### config.mk
export PLATFORM = sky130hd
export DESIGN_NAME = mc_controller
export DESIGN_NICKNAME = d
export VERILOG_FILES = /design/src/rtl/mips_pkg.sv /design/src/rtl/mc_controller_aludec.sv /design/src/rtl/mc_controller.sv
export SDC_FILE = /design/constraint.sdc
export NUM_CORES = 1
export LEC_CHECK = 0
export ABC_AREA = 1
export CAP_MARGIN = 20
export CORE_MARGIN = 3
export CORE_UTILIZATION = 35
export DETAILED_ROUTE_END_ITERATION = 12
export DONT_BUFFER_PORTS = 1
export PLACE_DENSITY = 0.57
export SYNTH_ARGS = -nofsm -noshare
export SYNTH_HDL_FRONTEND = slang
export SYNTH_SLANG_ARGS = --single-unit
### constraint.sdc
create_clock -name clk -period 1.5 [get_ports clk]
set_input_delay 0.3 -clock clk [delete_from_list [all_inputs] [get_ports clk]]
set_output_delay 0.3 -clock clk [all_outputs]
set_load 0.01 [all_outputs]
### src/rtl/mips_pkg.sv
`default_nettype none
// ============================================================================
// Package     : mips_pkg
// Description : Shared encodings for the multicycle MIPS core: FSM states,
//               opcodes, R-type funct codes, aluop and alucontrol codes.
//               Reused by the controller, the ALU decoder, the ALU and the
//               datapath so every block agrees on one set of values.
// Ports       : none (package)
// Revision    : 1.0 - initial release
// ============================================================================
package mips_pkg;

    // Controller state encodings (4 bits, FETCH=0 .. JEX=11; 12-15 unused)
    typedef enum logic [3:0] {
        S_FETCH   = 4'd0,
        S_DECODE  = 4'd1,
        S_MEMADR  = 4'd2,
        S_MEMRD   = 4'd3,
        S_MEMWB   = 4'd4,
        S_MEMWR   = 4'd5,
        S_RTYPEEX = 4'd6,
        S_RTYPEWB = 4'd7,
        S_BEQEX   = 4'd8,
        S_ADDIEX  = 4'd9,
        S_ADDIWB  = 4'd10,
        S_JEX     = 4'd11
    } state_t;

    // Primary opcodes (instr[31:26])
    localparam logic [5:0] OP_RTYPE = 6'b000000;
    localparam logic [5:0] OP_LW    = 6'b100011;
    localparam logic [5:0] OP_SW    = 6'b101011;
    localparam logic [5:0] OP_BEQ   = 6'b000100;
    localparam logic [5:0] OP_ADDI  = 6'b001000;
    localparam logic [5:0] OP_J     = 6'b000010;

    // R-type funct codes (instr[5:0])
    localparam logic [5:0] F_ADD = 6'b100000;
    localparam logic [5:0] F_SUB = 6'b100010;
    localparam logic [5:0] F_AND = 6'b100100;
    localparam logic [5:0] F_OR  = 6'b100101;
    localparam logic [5:0] F_SLT = 6'b101010;

    // aluop: controller -> ALU decoder
    localparam logic [1:0] ALUOP_ADD   = 2'b00;
    localparam logic [1:0] ALUOP_SUB   = 2'b01;
    localparam logic [1:0] ALUOP_FUNCT = 2'b10;

    // alucontrol: ALU decoder -> ALU
    localparam logic [2:0] ALU_AND = 3'b000;
    localparam logic [2:0] ALU_OR  = 3'b001;
    localparam logic [2:0] ALU_ADD = 3'b010;
    localparam logic [2:0] ALU_SUB = 3'b110;
    localparam logic [2:0] ALU_SLT = 3'b111;

endpackage
`default_nettype wire

### src/rtl/mc_controller_aludec.sv
`default_nettype none
// ============================================================================
// Module      : aludec
// Description : Combinational ALU decoder. Maps the controller's aluop and
//               the instruction funct field to the 3-bit ALU control code.
// Ports       : aluop_i      in  2  operation class from the controller FSM
//               funct_i      in  6  instr[5:0], used only for aluop=10
//               alucontrol_o out 3  ALU operation select
// Revision    : 1.0 - initial release
// ============================================================================
module aludec
    import mips_pkg::*;
(
    input  logic [1:0] aluop_i,
    input  logic [5:0] funct_i,
    output logic [2:0] alucontrol_o
);

    always_comb begin
        alucontrol_o = ALU_ADD;
        case (aluop_i)
            ALUOP_SUB:   alucontrol_o = ALU_SUB;
            ALUOP_FUNCT: begin
                case (funct_i)
                    F_ADD:   alucontrol_o = ALU_ADD;
                    F_SUB:   alucontrol_o = ALU_SUB;
                    F_AND:   alucontrol_o = ALU_AND;
                    F_OR:    alucontrol_o = ALU_OR;
                    F_SLT:   alucontrol_o = ALU_SLT;
                    default: alucontrol_o = ALU_ADD;
                endcase
            end
            // 00 and the unused 11 code both mean add
            default:     alucontrol_o = ALU_ADD;
        endcase
    end

endmodule
`default_nettype wire

### src/rtl/mc_controller.sv
`default_nettype none
// ============================================================================
// Module      : mc_controller
// Description : Multicycle MIPS control unit. Moore FSM sequencing each
//               instruction through 3-5 states, plus the ALU decoder and the
//               PC-enable gate (pcwrite | branch & zero).
// Ports       : clk        in  1  system clock, rising edge
//               reset      in  1  synchronous, active-high
//               op         in  6  instr[31:26]
//               funct      in  6  instr[5:0]
//               zero       in  1  ALU zero flag
//               pcen       out 1  PC load enable
//               irwrite    out 1  instruction register load
//               memwrite   out 1  data memory write
//               regwrite   out 1  register file write (we3)
//               iord       out 1  memory address: 0 PC, 1 ALUOut
//               memtoreg   out 1  wd3 source: 0 ALUOut, 1 Data
//               regdst     out 1  a3 source: 0 rt, 1 rd
//               alusrca    out 1  ALU A: 0 PC, 1 A
//               alusrcb    out 2  ALU B: 00 B, 01 4, 10 SignImm, 11 SignImm<<2
//               pcsrc      out 2  PC source: 00 ALUResult, 01 ALUOut, 10 jump
//               alucontrol out 3  ALU operation
//               state_dbg  out 4  current FSM state
// Revision    : 1.0 - initial release
// ============================================================================
module mc_controller
    import mips_pkg::*;
(
    input  logic       clk,
    input  logic       reset,
    input  logic [5:0] op,
    input  logic [5:0] funct,
    input  logic       zero,
    output logic       pcen,
    output logic       irwrite,
    output logic       memwrite,
    output logic       regwrite,
    output logic       iord,
    output logic       memtoreg,
    output logic       regdst,
    output logic       alusrca,
    output logic [1:0] alusrcb,
    output logic [1:0] pcsrc,
    output logic [2:0] alucontrol,
    output logic [3:0] state_dbg
);

    state_t     state_q;
    state_t     state_d;
    state_t     dec_state;
    logic       pcwrite;
    logic       branch;
    logic       irwrite_raw;
    logic       memwrite_raw;
    logic       regwrite_raw;
    logic [1:0] aluop;

    // ------------------------------------------------------------------
    // State register
    // ------------------------------------------------------------------
    always_ff @(posedge clk) begin
        if (reset) begin
            state_q <= S_FETCH;
        end else begin
            state_q <= state_d;
        end
    end

    // ------------------------------------------------------------------
    // Next-state logic. op is re-examined in MEMADR so a changed op can
    // never steer a non-memory instruction into a memory access.
    // ------------------------------------------------------------------
    always_comb begin
        state_d = S_FETCH;
        case (state_q)
            S_FETCH:   state_d = S_DECODE;
            S_DECODE: begin
                case (op)
                    OP_LW,
                    OP_SW:    state_d = S_MEMADR;
                    OP_RTYPE: state_d = S_RTYPEEX;
                    OP_BEQ:   state_d = S_BEQEX;
                    OP_ADDI:  state_d = S_ADDIEX;
                    OP_J:     state_d = S_JEX;
                    default:  state_d = S_FETCH;
                endcase
            end
            S_MEMADR: begin
                case (op)
                    OP_LW:   state_d = S_MEMRD;
                    OP_SW:   state_d = S_MEMWR;
                    default: state_d = S_FETCH;
                endcase
            end
            S_MEMRD:   state_d = S_MEMWB;
            S_RTYPEEX: state_d = S_RTYPEWB;
            S_ADDIEX:  state_d = S_ADDIWB;
            // MEMWB, MEMWR, RTYPEWB, BEQEX, ADDIWB, JEX and unused codes
            default:   state_d = S_FETCH;
        endcase
    end

    // While reset is held the datapath sees FETCH control values, so the
    // output decode runs on FETCH rather than on the (possibly stale)
    // register contents; the write enables are gated off separately.
    assign dec_state = reset ? S_FETCH : state_q;

    // ------------------------------------------------------------------
    // Moore output decode
    // ------------------------------------------------------------------
    always_comb begin
        pcwrite      = 1'b0;
        branch       = 1'b0;
        irwrite_raw  = 1'b0;
        memwrite_raw = 1'b0;
        regwrite_raw = 1'b0;
        iord         = 1'b0;
        memtoreg     = 1'b0;
        regdst       = 1'b0;
        alusrca      = 1'b0;
        alusrcb      = 2'b00;
        pcsrc        = 2'b00;
        aluop        = ALUOP_ADD;
        case (dec_state)
            S_FETCH: begin
                alusrcb     = 2'b01;
                irwrite_raw = 1'b1;
                pcwrite     = 1'b1;
            end
            S_DECODE: begin
                alusrcb = 2'b11;
            end
            S_MEMADR: begin
                alusrca = 1'b1;
                alusrcb = 2'b10;
            end
            S_MEMRD: begin
                iord = 1'b1;
            end
            S_MEMWB: begin
                memtoreg     = 1'b1;
                regwrite_raw = 1'b1;
            end
            S_MEMWR: begin
                iord         = 1'b1;
                memwrite_raw = 1'b1;
            end
            S_RTYPEEX: begin
                alusrca = 1'b1;
                aluop   = ALUOP_FUNCT;
            end
            S_RTYPEWB: begin
                regdst       = 1'b1;
                regwrite_raw = 1'b1;
            end
            S_BEQEX: begin
                alusrca = 1'b1;
                aluop   = ALUOP_SUB;
                pcsrc   = 2'b01;
                branch  = 1'b1;
            end
            S_ADDIEX: begin
                alusrca = 1'b1;
                alusrcb = 2'b10;
            end
            S_ADDIWB: begin
                regwrite_raw = 1'b1;
            end
            S_JEX: begin
                pcsrc   = 2'b10;
                pcwrite = 1'b1;
            end
            default: begin
                // Unused codes: everything stays at its default of 0
            end
        endcase
    end

    // ------------------------------------------------------------------
    // Enable gating: no architectural write may escape while in reset
    // ------------------------------------------------------------------
    assign pcen      = ~reset & (pcwrite | (branch & zero));
    assign irwrite   = ~reset & irwrite_raw;
    assign memwrite  = ~reset & memwrite_raw;
    assign regwrite  = ~reset & regwrite_raw;
    assign state_dbg = state_q;

    aludec u_aludec (
        .aluop_i      (aluop),
        .funct_i      (funct),
        .alucontrol_o (alucontrol)
    );

endmodule
`default_nettype wire

**After elaboration in Yosys (flattened, before gate mapping)**

Cells that the tools add are included.

- Register bits: 4
- Bits of input ports: 15
- Output and inout port bits: 19
- Logic and storage cells: 62

- Eq/ne operators: 27
- Muxes and demuxes: 18
- Bitwise gates (word level): 7
- Reduce and logical (&&, ||, !) cells: 9

Operators by type and width:

| kind | count |
|---|---|
| $eq 6x6->1 const B | 6 |
| $pmux 4 s6 | 1 |
| $eq 4x3->1 const B | 5 |
| $eq 4x4->1 const B | 5 |
| $pmux 4 s5 | 1 |
| $eq 4x2->1 const B | 4 |
| $pmux 3 s2 | 2 |
| $pmux 3 s4 | 1 |
| $mux 1 | 9 |
| $eq 4x1->1 const B | 2 |
| $logic_not 4->1 | 2 |
| $pmux 2 s2 | 2 |
| $reduce_or 2->1 | 4 |
| $eq 6x2->1 const B | 1 |
| $eq 6x3->1 const B | 1 |
| $eq 6x4->1 const B | 1 |
| $logic_not 6->1 | 1 |
| $pmux 2 s3 | 1 |
| $and 1x1->1 | 5 |
| $mux 4 | 1 |
| $reduce_or 4->1 | 1 |
| $reduce_or 3->1 | 1 |
| $eq 2x1->1 const B | 1 |
| $eq 2x2->1 const B | 1 |
| 2 further kinds | 2 |

**Depth between registers and ports, before layout**

Gate-level depths: netlist of the first run.

- Depth after elaboration: 6
- Gate-level depth with buffers: 9
- Gate-level depth less buffers: 9

**Hierarchy**

Synthesis of the first run repeated with hierarchy kept, for this count alone.

- Cell total of the unflattened synthesis: 131
- Area, all modules: 640.6 um^2

Modules (own cells, without submodules):

| module | instances | cells each | area an instance (um^2) | sequential area each (um^2) |
|---|---|---|---|---|
| mc_controller | 1 | 94 | 466.7 | 80.1 |
| aludec | 1 | 37 | 173.9 | 0.0 |

**Least setup slack after synthesis of the first run**

OpenSTA, ideal clock, no wires.

- Path kind: register -> output
- Start: reg state_q[1], in the netlist state_dbg[1]
- End: out alucontrol[2]
- Data arrival time: 1.369 ns
- Required time: 1.200 ns
- Path slack: -0.169 ns
- Stages on the path, launching flop included: 8
- Buffers on the path: 0
- Cells stage by stage: dfxtp_1 inv_2 nor2_2 nand2_1 nor2_1 inv_1 ha_1 a21oi_1

- Word-level cells in the longest chain between the ends: 5
- Elaborated cells between the ends (all ways): 7
- Classes of those cells: eq/ne (4); mux (3)

Ends and longest elaborated chain:

| what | RTL line | source |
|---|---|---|
| start, declared | mc_controller.sv:48 | `state_t state_q;` |
| start signal, assigned | mc_controller.sv:65 | `state_q <= state_d;` |
| $mux 4 (*) | mc_controller.sv:106 | `assign dec_state = reset ? S_FETCH : state_q;` |
| $eq 4x4->1 or $eq 4x3->1 (tied branches) | mc_controller.sv:124 | `case (dec_state)` |
| $pmux 2 s2 (*) | mc_controller.sv:124 |  |
| $eq 2x2->1 or $eq 2x1->1 (tied branches) | mc_controller_aludec.sv:21 | `case (aluop_i)` |
| $pmux 3 s2 (*) | mc_controller_aludec.sv:21 |  |
| end, declared | mc_controller.sv:44 | `output logic [2:0] alucontrol,` |

Every way passes the cells marked *; elsewhere a longest branch is shown, timed or not.

**Worst setup path after layout of the first run**

- Start: reg state_q[2], in the netlist state_dbg[2]
- End: out alucontrol[0]

Same word-level chain as after synthesis.

==> impl_metrics.ini, run 1 <==
[outcome]
status = complete, but fails checks
violations = negative setup slack

[clock_tree]
clock_latency_ns = 0.23
clockBufferDepth = 2
htree_levels = 1
numCtsBuffers = 3
clockRootBuffer = clkbuf_4
cts_tree = yes
path_clk_slew_ns = 0.04
clock-sinks = 4

[worst_setup_path]
cp-start-kind = flop
r2r_end = state_dbg[0]
crit_path_max_fanout = 3
regToRegSetupSlack_ns = 0.25
worstPathArrival_ns = 1.50
r2r_start = state_dbg[1]
path_class = reg -> out
end_kind = output port
worstPathRequired_ns = 1.20
r2r_cells = 9

[timing]
setup_viol = 11
skew_ns = 0.004021
layout_setup_ws_ns = -0.3038
relSlewSlack_pct = 83.31
fin_crit_sh_pct = 120.3
fmax_ghz = 0.5544
period_needed_ns = 1.804
final-hold-violation-count = 0
worst_slew_pin_slew_ns = 0.2497
grt_setup_unrepaired = yes
slew_viol_final = 0
holdWs_ns = 0.1277

[detailed_routing]
first_pass_iters = 3
drtIter0Drc = 6
drt-wirelength-per-cell_um = 13.13
ant_nets = 0
vias_per_cell = 4.899
drc = 0
wirelength_mm = 2.087
num_vias = 779

[finish]
area_growth_pct = 76.96
instances_no_fill = 159
layout.nets = 162
largest_register_ffs = 4
num_antenna_cells = 0
fill_cells = 149
drive_above_1_share_pct = 49.65
utilization_pct = 66.83

[place]
placed_cells_incl_taps = 149
post-place-ws_ns = -0.09937
io_buffers = 0
gp_congestion = 0.7920
dp_hpwl_mm = 1.329

[yosys]
synth_area_um2 = 575.6
synth_seq_cells = 4
synthCells = 116
synth_cell_types = 15
synth_area_per_cell_um2 = 4.962
synth_nets = 134
yosysSeqAreaShare_pct = 13.91
ys_warn_count = 0

[floorplanning]
start_util_pct = 37.77
io_pins = 34
fp.dieH_um = 46.55
coreArea_mm2 = 0.001524
fp.dieArea_mm2 = 0.002167
fp-row-count = 14
chipWidth_um = 46.55

[min_path]
hold_path_end = state_dbg[1]
hold_class = in -> reg
hp-start = reset
whs_path_depth = 1

[global_routing]
grt_overflow = 0
antenna_found_initial = 0
grt.total_usage_pct = 17.51
grt_start_max_net_pins = 10
grt_pass1_wl_mm = 2.746
grt_pass1_vias = 730

[power]
ir_drop_mv = 0.4551
p_per_area_mw_per_mm2 = 349.6
leakage_nw = 0.4784
power.total_mw = 0.3560

[run]
cap_viol_max_count = 0
area by class of cell:
type	count	area, µm²	share of cell area, %
clock buffers	4	26.28	2.580
flip-flops and latches	4	92.59	9.091
well taps	16	20.02	1.966
repair buffers	24	198.9	19.53
multi-input cells	84	574.3	56.39
inverters	27	106.4	10.44
metal layers:
layer / vias to the layer above / track usage (%) / wire [µm]
met5: - / 0 / 0
met4: 0 / 5.114 / 36
met3: 4 / 3.516 / 130
met2: 26 / 34.07 / 1153
met1: 344 / 18.31 / 767
li1: 405 / - / -
through the flow:
stage | setup TNS (ns) | area, µm²
finish | -1.470 | 1018
global route | -2.302 | 1018
CTS | -1.223 | 884.6
detailed placement | -0.2932 | 750.7
global placement | -0.1983 | 750.7
floorplan | -0.1498 | 600.6
power by group:
part / internal, mW / switching (mW) / total [mW]
combinational: 0.0388 / 0.0621 / 0.101
clock: 0.0998 / 0.0433 / 0.143
sequential: 0.107 / 0.00511 / 0.112
total: 0.246 / 0.110 / 0.356
synthesized netlist by cell type, drive strengths merged:
cell	number	area [µm²]
buf	1	5.000
nand4	2	12.51
ha	3	37.54
a21oi	5	25.02
nand3	10	50.05
o22ai	2	12.51
inv	27	101.4
dfxtp	4	80.08
nor2	33	136.4
nand2	26	97.59
o21ai	2	10.01
nand3b	1	7.510
cell usage in the layout (no fill, tap or decap), types with 3 or more instances in the layout:
master / instances
buf_4: 19
buf_6: 5
a21oi_1: 4
inv_2: 7
nand2_2: 5
nor2_1: 19
nand2_4: 3
inv_1: 18
nor2_4: 12
nand2_1: 18
ha_4: 3
dfxtp_4: 3
clkbuf_4: 3
nand3_1: 8
timing repair:
item,CTS,global route
gates resized for setup,21,35
hold buffers,0,0
gates cloned,0,0
pin swaps,9,17
setup buffers,6,3
setup endpoints to repair,10,14
worst max-delay path, cell delays in order (launching register included):
cell and delay, ns:
dfxtp_2 0.33, inv_4 0.07, nand2_4 0.06, nor2_4 0.11, inv_2 0.06, nor2_4 0.15
inv_2 0.08, ha_4 0.17, nand4_1 0.13, o22ai_2 0.12
worst max path at each step:
stage	from	endpoint	slack, ns	cells after the start
finish	state_dbg[2]	alucontrol[0]	-0.30	9
global route	state_dbg[2]	alucontrol[0]	-0.38	9
CTS	state_dbg[1]	alucontrol[2]	-0.29	7
detailed placement	state_dbg[2]	alucontrol[2]	-0.1	7
global placement	state_dbg[2]	alucontrol[2]	-0.07	7
floorplan	state_dbg[1]	alucontrol[2]	-0.05	7
cell families after synthesis:
| group | after synthesis | share of synthesized area [%] |
|---|---|---|
| DFF | 4 | 13.91 |
| buffers and inverters | 28 | 18.48 |
| AOI/OAI and AO/OA | 9 | 8.260 |
| and+or+nand+nor | 72 | 52.83 |
| adders and majority gates | 3 | 6.522 |
No activity file was read; power rests on OpenSTA's default activity.
==> run 2: changes to the inputs <==
CORE_MARGIN = 1   (was 3)
SLEW_MARGIN = 20   (was not set)
clock period = 1.45 ns   (was 1.5 ns; I/O delays follow)
==> run 2 against run 1 <==
- the flow still finishes with violations (negative setup slack)
- sequential power grew 4%
- non-clock buffer count grew 6
- die area shrank 16%
- global-route usage grew 2.9 points
- sequential share of layout area shrank 0.54 points
- register-to-register slack lost 0.11 ns
- utilization grew 4.2 points
- setup slack lost 0.052 ns
- count of clock-buffer cells in the layout is the same
- clock skew grew 0.00092 ns
- final area grew 6.3%
- via count grew 4.6%
- critical path type unchanged
==> impl_metrics.ini, run 2 (synthesis gave the netlist of run 1 again) <==
[global_routing]
grt_start_max_net_pins = 10
antenna_found_initial = 0
grt_pass1_wl_mm = 2.877
grt_overflow = 0
grt_pass1_vias = 762
grt.total_usage_pct = 20.41

[place]
io_buffers = 0
dp_hpwl_mm = 1.319
gp_congestion = 0.7645

[clock_tree]
clockRootBuffer = clkbuf_4
hold_buffers = 0
numCtsBuffers = 3
clock_latency_ns = 0.23
htree_levels = 1
path_clk_slew_ns = 0.04
cts_tree = yes
clockBufferDepth = 2
clock-sinks = 4

[worst_setup_path]
end_kind = output port
path_class = reg -> out
critPathBufInv = 1
cp_top_family = simple AND/OR/NAND/NOR gates
cp-start-kind = flop
cpPeakStageDelay_ns = 0.34
critical_path_depth = 7
slowest_stage = dfxtp_4
r2r_cells = 8
crit_path_max_fanout = 3
cp_cell_sequence = inv_2 > nor2_4 > nand2_2 > nor2_4 > ha_4 > nand4_1 > a21oi_2
crit_top_cell = nor2_4
worstPathRequired_ns = 1.16
worstPathArrival_ns = 1.52

[floorplanning]
start_util_pct = 37.77
fp.dieArea_mm2 = 0.001811
io_pins = 34
fp.dieH_um = 42.55
coreArea_mm2 = 0.001524
fp-row-count = 14
chipWidth_um = 42.55

[timing]
fmax_ghz = 0.5537
fin_tns_setup_ns = -2.683
layout_setup_ws_ns = -0.3560
period_needed_ns = 1.806
grt_setup_unrepaired = yes
setup_viol = 12
skew_ns = 0.004937
relSlewSlack_pct = 82.82
slew_viol_final = 0
worst_slew_pin_slew_ns = 0.2567
fin_crit_sh_pct = 124.5
final-hold-violation-count = 0

[power]
leakage_nw = 0.4994
power.total_mw = 0.3763
p_clk_share_pct = 39.9
seq_power_share_pct = 31.0
p_per_area_mw_per_mm2 = 347.7
swShare_pct = 31.54
ir_drop_mv = 0.4366
p_sw_mw = 0.1187
p_int_mw = 0.2577
p_comb_share_pct = 29.1

[finish]
final_cell_mix = 23 x buf_4, 21 x nand2_1, 18 x nor2_1, 17 x inv_1, 13 x nor2_4
drive_above_1_share_pct = 50.34
multiInputGateArea_um2 = 588.1
largest_register_ffs = 4
num_antenna_cells = 0
regArea_um2 = 92.59
area_growth_pct = 88.04
fill_cells = 124
layout_commonest_cell = buf_4
layout.nets = 168

[detailed_routing]
ant_nets = 0
drt-wirelength-per-cell_um = 12.63
wl_met1_um = 819
first_pass_iters = 4
highest_layer = met4
drc = 0
routed-wl-met2_mm = 1.168
wirelength_mm = 2.084
wl_met3_um = 73
num_vias = 815
vias_per_cell = 4.939
drtIter0Drc = 9

[outcome]
violations = negative setup slack
status = complete, but fails checks

[min_path]
hold_class = in -> reg
whs_path_depth = 1

[run]
cap_viol_max_count = 0
## run 2: changes by cell type in the layout (fill, tap and decap cells not counted), sizes merged
cell  previous run  this run
buf             24        30
## run 2: path summary, 6_finish.rpt
kind / start / to / slack (ns)
worst max register to register: state_dbg[0] / state_dbg[2] / 0.14
worst max-delay path: state_dbg[1] / alucontrol[2] / -0.36
worst min register to register: state_dbg[2] / state_dbg[3] / 0.71
worst min-delay path: reset / state_dbg[1] / 0.11
## run 2: cell type report
type                            count  share of cell area, %
Multi-Input combinational cell     84                  54.34
Tap cell                           16                  1.850
Clock buffer                        4                  2.428
Timing Repair Buffer               30                  23.24
Sequential cell                     4                  8.555
Inverter                           27                  9.595
## run 2: repair_timing
item	CTS	global route
resized for setup	29	30
setup buffers	15	3
setup endpoints to repair	12	14
pin swaps	12	14
gates cloned	0	0
## run 2: through the flow
step / cells / utilization [%] / area, µm² / hold WS, ns / setup slack (ns)
3_3_place_gp: 153 / 51.07 / 778.2 / 0.3555 / -0.1060
6_report: 165 / 71.02 / 1082 / 0.1140 / -0.3560
2_1_floorplan: 116 / - / 598.1 / 0.4938 / -0.09413
3_5_place_dp: 153 / 51.07 / 778.2 / 0.3558 / -0.1508
5_1_grt: 165 / 71.02 / 1082 / 0.1028 / -0.4287
4_1_cts: 165 / 62.97 / 959.7 / 0.1053 / -0.3322
## run 2: power groups by stage
stage | logic (mW) | clock network (mW) | registers, mW
2_1_floorplan | 0.0561 | 0 | 0.121
3_3_place_gp | 0.0866 | 0 | 0.118
3_5_place_dp | 0.0871 | 0 | 0.118
4_1_cts | 0.0978 | 0.158 | 0.117
5_1_grt | 0.119 | 0.165 | 0.117
6_report | 0.110 | 0.150 | 0.117
## run 2: per-layer routing
metal | GRT usage, % | vias up
li1 | - | 415
met1 | 22.08 | 377
met2 | 38.15 | 21
met3 | 4.310 | 2
met4 | 7.500 | 0
met5 | 0 | -
==> run 3: changes to the inputs <==
SLEW_MARGIN = not set   (was 20)
==> results of run 3 <==
No change in the layout: final DEF, timing and power equal those of run 2.
